==> src/rtl/btn_conditioner.sv <==
// Pushbutton synchroniser, debouncer and tick generator.
// Emits press ticks, hold-to-repeat ticks and an any-key press strobe.
module btn_conditioner #(
  parameter int NUM_BTNS = 4,
  parameter bit BTN_ACTIVE_LOW = 1'b1,
  parameter int DEBOUNCE_CYCLES = 250000,
  parameter int REPEAT_DELAY = 12500000,
  parameter int REPEAT_PERIOD = 3125000,
  parameter logic [NUM_BTNS-1:0] REPEAT_MASK =
    NUM_BTNS'(4'b0011)
) (
  input  logic                clk,
  input  logic                rst_n,
  input  logic [NUM_BTNS-1:0] btn_raw,
  output logic [NUM_BTNS-1:0] btn_level,
  output logic [NUM_BTNS-1:0] btn_tick,
  output logic [NUM_BTNS-1:0] btn_press_tick,
  output logic                any_press_tick
);

  localparam int MAX_A =
    (DEBOUNCE_CYCLES > REPEAT_DELAY) ?
    DEBOUNCE_CYCLES : REPEAT_DELAY;
  localparam int MAX_P =
    (MAX_A > REPEAT_PERIOD) ? MAX_A : REPEAT_PERIOD;
  localparam int CW = $clog2(MAX_P);

  localparam logic [CW-1:0] DB_LAST =
    CW'(DEBOUNCE_CYCLES - 1);
  localparam logic [CW-1:0] DLY_LAST =
    CW'(REPEAT_DELAY - 1);
  localparam logic [CW-1:0] PER_LAST =
    CW'(REPEAT_PERIOD - 1);

  typedef enum logic [1:0] {
    RELEASED,
    PRESS_DB,
    PRESSED,
    RELEASE_DB
  } state_e;

  logic [NUM_BTNS-1:0] p_in;
  logic [NUM_BTNS-1:0] p1;
  logic [NUM_BTNS-1:0] p2;

  // p=1 means pressed regardless of board polarity
  assign p_in = BTN_ACTIVE_LOW ? ~btn_raw : btn_raw;

  always_ff @(posedge clk) begin
    if (!rst_n) begin
      p1 <= '0;
      p2 <= '0;
    end else begin
      p1 <= p_in;
      p2 <= p1;
    end
  end

  for (genvar i = 0; i < NUM_BTNS; i++) begin : g_btn
    state_e        st;
    state_e        st_n;
    logic [CW-1:0] db;
    logic [CW-1:0] db_n;
    logic [CW-1:0] rep;
    logic [CW-1:0] rep_n;
    logic          fd;
    logic          fd_n;
    logic          lvl_q;
    logic          lvl_n;
    logic          tk_q;
    logic          tk_n;
    logic          pt_q;
    logic          pt_n;

    always_ff @(posedge clk) begin
      if (!rst_n) begin
        st    <= RELEASED;
        db    <= '0;
        rep   <= '0;
        fd    <= 1'b0;
        lvl_q <= 1'b0;
        tk_q  <= 1'b0;
        pt_q  <= 1'b0;
      end else begin
        st    <= st_n;
        db    <= db_n;
        rep   <= rep_n;
        fd    <= fd_n;
        lvl_q <= lvl_n;
        tk_q  <= tk_n;
        pt_q  <= pt_n;
      end
    end

    always_comb begin
      st_n  = st;
      db_n  = db;
      rep_n = rep;
      fd_n  = fd;
      lvl_n = lvl_q;
      tk_n  = 1'b0;
      pt_n  = 1'b0;
      unique case (st)
        RELEASED: begin
          if (p2[i]) begin
            st_n = PRESS_DB;
            db_n = '0;
          end
        end
        PRESS_DB: begin
          if (!p2[i]) begin
            st_n = RELEASED;
            db_n = '0;
          end else if (db == DB_LAST) begin
            st_n  = PRESSED;
            db_n  = '0;
            lvl_n = 1'b1;
            tk_n  = 1'b1;
            pt_n  = 1'b1;
            rep_n = '0;
            fd_n  = 1'b0;
          end else begin
            db_n = db + 1'b1;
          end
        end
        PRESSED: begin
          if (!p2[i]) begin
            st_n = RELEASE_DB;
            db_n = '0;
          end else if (REPEAT_MASK[i]) begin
            if (rep == (fd ? PER_LAST : DLY_LAST)) begin
              tk_n  = 1'b1;
              rep_n = '0;
              fd_n  = 1'b1;
            end else begin
              rep_n = rep + 1'b1;
            end
          end else begin
            rep_n = '0;
          end
        end
        RELEASE_DB: begin
          // rep/fd stay frozen so a glitch only delays repeats
          if (p2[i]) begin
            st_n = PRESSED;
            db_n = '0;
          end else if (db == DB_LAST) begin
            st_n  = RELEASED;
            db_n  = '0;
            lvl_n = 1'b0;
            rep_n = '0;
            fd_n  = 1'b0;
          end else begin
            db_n = db + 1'b1;
          end
        end
        default: begin
          st_n = RELEASED;
        end
      endcase
    end

    assign btn_level[i]      = lvl_q;
    assign btn_tick[i]       = tk_q;
    assign btn_press_tick[i] = pt_q;
  end

  assign any_press_tick = |btn_press_tick;

endmodule
==> config.mk <==
export PLATFORM = sky130hd
export DESIGN_NAME = btn_conditioner
export DESIGN_NICKNAME = d
export VERILOG_FILES = /design/src/rtl/btn_conditioner.sv
export SDC_FILE = /design/constraint.sdc
export NUM_CORES = 1
export LEC_CHECK = 0
export CAP_MARGIN = 25
export CORE_MARGIN = 1.5
export CORE_UTILIZATION = 45
export DETAILED_ROUTE_END_ITERATION = 16
export GPL_TIMING_DRIVEN = 1
export PLACE_DENSITY = 0.73
export SLEW_MARGIN = 40
export SYNTH_ARGS = -nofsm -noshare
export SYNTH_HDL_FRONTEND = slang
export SYNTH_SLANG_ARGS = --single-unit
export TNS_END_PERCENT = 100
==> constraint.sdc <==
create_clock -name clk -period 4 [get_ports clk]
set_input_delay 0.8 -clock clk [delete_from_list [all_inputs] [get_ports clk]]
set_output_delay 0.8 -clock clk [all_outputs]
set_load 0.01 [all_outputs]
Word-level counts from Yosys, hierarchy flattened

Index checks and enable logic that the tools add are counted.

Bitwise logic cells: 1
Eq/ne operators: 54
Add/subtract/negate cells: 6
Muxes and demuxes: 110
Reductions and logical operators: 31

Operator list:

| cell                                                              | count |
|---|---|
| 24-bit 2-to-1 mux                                                 | 32 |
| 24-bit one-hot mux with 4 select lines                            | 4 |
| 24-bit by 1-bit adder with 24-bit output, second input constant   | 6 |
| 24-bit one-hot mux with 3 select lines                            | 2 |
| 24-bit by 18-bit == test with 1-bit output, second input constant | 4 |
| 2-bit inequality test, second input constant                      | 28 |
| 24-bit == test                                                    | 2 |
| 2-bit 2-to-1 mux                                                  | 24 |
| 1-bit 2-to-1 mux                                                  | 36 |
| 2-bit one-hot mux with 4 select lines                             | 4 |
| 5-bit AND reduction                                               | 6 |
| 3-bit inequality test, second input constant                      | 8 |
| 4-bit AND reduction                                               | 6 |
| 2-bit == test, second input constant                              | 8 |
| 1-bit one-hot mux with 2 select lines                             | 6 |
| 2-bit AND reduction                                               | 6 |
| 2-bit by 1-bit == test with 1-bit output, second input constant   | 4 |
| 2-bit logical NOT                                                 | 4 |
| 2-bit nonzero test                                                | 4 |
| 1-bit one-hot mux with 3 select lines                             | 2 |
| 3-bit AND reduction                                               | 2 |
| 3-bit nonzero test                                                | 2 |
| 4-bit NOT                                                         | 1 |
| 4-bit OR reduction                                                | 1 |

Logic and storage cells: 226
Input bits: 6
Register bits: 172

Depth between registers and ports, before layout

Word-level depth: 5
Mapped depth: 10
Mapped depth without buffers: 7

Least setup slack after synthesis

No wires, ideal clock.

Kind: reg2reg
From: register g_btn[1].st[0]
To: register g_btn[1].db[23]
Setup slack: 1.728 ns
Cell stages (with the launch flop): 10
Period minus slack after synthesis: 2.272 ns
Data required time: 3.883 ns
Arrival: 2.155 ns
Path through: dfxtp_1 -> clkinv_1 -> ha_1 -> buf_2 -> mux2i_1 -> nand3_1 -> clkbuf_1 -> nor4_1 -> xnor2_1 -> nor2_1

Word-level cells in the longest chain between the ends: 3
Elaborated cells between the ends (all ways): 8

Ends and longest elaborated chain:

| what                                                      | RTL line | RTL |
|---|---|---|
| from (decl)                                               | 60       | `state_e st;` |
| from (signal assigned)                                    | 85       | `st <= st_n;` |
| 2-bit == test / 2-bit logical NOT (equally long branches) | 103      | `unique case (st)` |
| 2-bit inequality test (no source line)                    | -        |  |
| 2-bit AND reduction (no source line)                      | -        |  |
| to (signal assigned)                                      | 86       | `db <= db_n;` |
| to (decl)                                                 | 62       | `logic [CW-1:0] db;` |

Several ways; a longest one is shown, not always the timed one.
A chain may end at the register's enable or synchronous reset.

Worst setup path after layout

From: register g_btn[1].st[0]
To: register g_btn[1].db[19]

The elaborated chain is that of the path after synthesis.

==> reports/qor.csv <==
metric,value,unit
timing.rr.start,g_btn[1].st[0],
drv_cap,0,
drv_slew,0,
worstPathRequired,4.32,ns
area_delta_synth_final,9.69,%
nFillCells,1819,
grt_overflow,0,
tightest_slew,0.770,ns
port_buffers,18,
power_density,356,nW/um^2
grt_pass1_wl,32.5,mm
cp-end-kind,flop,
die-area,20700,um^2
yosys.area.top_type,dfxtp_1,
crit_path_start_kind,flop,
final_hold_viol_count,0,
fin_tns_setup,0,ns
arrival,3.06,ns
ctsRootBufferMaster,clkbuf_16,
synth_nets,1077,
post_cts_buffers,0,
place_inst,1292,
synth_top_area_share,38.6,%
dp_worst_setup_slack,1.18,ns
first_pass_iters,4,
worstHoldPathCells,1,
path_max_fanout,12,
rrSetupSlack,1.26,ns
fin_util,50.3,%
wl_met3,853,um
first_iter_violations,468,
max-slew-margin-rel,48.6,%
insertion_delay,0.43,ns
yosysSeqAreaShare,38.6,%
drive_above_1_share,7.18,%
cts_buffers,17,
worst_hold_startpoint,p1[0],
clock_skew,0.00901,ns
crit_path_start,g_btn[1].st[0],
reg2regPathDepth,7,
ys_types,79,
cts_resized,0,
clock_sinks,172,
cts_hold_buf,0,
multiInputGateArea,5070,um^2
ys_warn_count,0,
r2r-end,g_btn[1].db[19],
path_class,flop to flop,
dr_total_vias,7682,
dpl_cell_area,9230,um^2
fin_ws,1.26,ns
period_share,68.5,%
leakagePower,2.97,nW
outcome,finished clean,
regArea,3440,um^2
wl_per_cell,14.4,um
rsz0062_at_grt,false,
htree_levels,4,
wl_met1,9.41,mm
floorplan.initialDensity,45.8,%
place_congestion,0.917,
row_count,51,
cts.path.max_buffers,2,
hold_class,flop to flop,
setup_viol,0,
synth_edf_count,0,
final_area,9780,um^2
vdd_drop_max,0.000254,V
fin_hold_ws,0.433,ns
core-area,19500,um^2
grt.total_usage,19.2,%
diodes,0,
total_power,3.48,mW
fin_cells,1324,
ant_nets,0,
place_hpwl,13.0,mm
clk_transition_reported_paths,0.07,ns
clock.fmax,365,MHz
die_h,144,um
antenna_found_initial,0,
syn_area,8920,um^2
finalCriticalPeriod,2.74,ns
ys_async_sr_fraction,0,%
grt_pass1_vias,6875,
die_w,144,um
netlist_instances,1057,
tritoncts,done,
synth_seq_cells,172,
hold_path_end,p2[0],
synth_ff_type,dfxtp_1,
drc,0,
io_pins,19,
viasPerCell,5.80,
syn_area_per_cell,8.44,um^2
grt_max_degree,48,
synth.area.top_cells,"dfxtp_1, nor2_1, xor2_1",
top_layer_used,met4,
wl,19.1,mm
nNetsFinal,1066,
dr_wl_met2,8.57,mm
-- placed cells by master (no fill, tap or decap), drive strengths merged, types with 5 or more instances in the layout --
cell	n
dfxtp	172
nor2	114
nand2	74
nand3	56
nand4	45
a21oi	45
xor2	42
xnor2	40
or4	37
inv	36
o21ai	35
o31ai	32
nor3	30
nor4	30
clkbuf	23
or3	19
clkdlybuf4s50	18
and3	16
a211oi	16
and2	15
nor4b	14
ha	14
buf	12
and4	12
nor2b	8
a22o	8
nor4bb	7
mux2i	6
nand2b	6
or2	5
or4b	5
-- area by class of cell --
class                      instances  share of cell area (%)
inverter                          32                    1.23
sequential                       172                    35.2
multi-input combinational        793                    51.8
timing repair buffer              30                    2.76
tap                              265                    3.39
clock inverter                     9                   0.767
clock buffer                      23                    4.88
-- power breakdown --
| part | internal, mW | total, mW | switching [mW] |
|---|---|---|---|
| clock network | 0.856 | 1.55 | 0.697 |
| registers | 1.72 | 1.74 | 0.0133 |
| logic | 0.0594 | 0.189 | 0.129 |
| total | 2.64 | 3.48 | 0.840 |
-- cells in the mapped netlist, types with 5 or more instances --
cell type  instances
dfxtp_1          172
nor2_1           114
nand2_1           74
nand3_1           55
a21oi_1           45
nand4_1           45
xor2_1            42
xnor2_1           40
or4_1             34
o21ai_0           33
clkbuf_1          32
inv_1             31
o31ai_1           30
nor3_1            29
nor4_1            29
or3_1             19
and3_1            16
a211oi_1          14
and2_1            14
ha_1              14
nor4b_1           14
buf_4             13
and4_1            11
buf_2             10
nor2b_1            8
a22o_1             7
nor4bb_1           7
mux2i_1            6
nand2b_1           5
or2_2              5
-- critical path, cell delays in order, from the launching register on --
cell      delay [ns]
dfxtp_1         0.38
clkinv_1        0.27
ha_1            0.41
mux2i_1         0.43
nand3_1         0.48
nor4b_1         0.46
xnor2_1         0.16
nor2_1          0.05
-- cell families (layout without fill, tap and decap cells) --
kind of cell	count (synthesis)	in the layout	share of synthesized area (%)
simple gates	505	505	31.3
compound gates	182	182	14.2
flops	172	172	38.6
buf+inv	92	94	4.67
xor+xnor	82	82	8.05
fa+ha+maj	14	14	1.96
mux	10	10	1.18
-- flip-flops by register name, indices dropped and copies added (netlist names), named ones only --
signal,cells
g_btn.db,96
g_btn.fd,2
g_btn.lvl_q,4
g_btn.pt_q,4
g_btn.rep,48
g_btn.st,4
g_btn.tk_q,2
p1,4
p2,4
-- per-layer routing --
| metal | vias to the layer above | global-route usage [%] |
|---|---|---|
| met1 | 3624 | 26.3 |
| met5 | - | 0 |
| met4 | 0 | 5.42 |
| met3 | 16 | 3.73 |
| met2 | 166 | 30.5 |
| li1 | 3876 | - |
-- worst max path at each step --
stage,end,cells after the start
2_1_floorplan,g_btn[1].db[23],9
3_3_place_gp,g_btn[1].rep[17],5
3_5_place_dp,g_btn[1].rep[17],5
4_1_cts,g_btn[1].db[19],7
5_1_grt,g_btn[1].db[19],7
6_report,g_btn[1].db[19],7
Note: power is estimated with default switching activity, not from simulation.
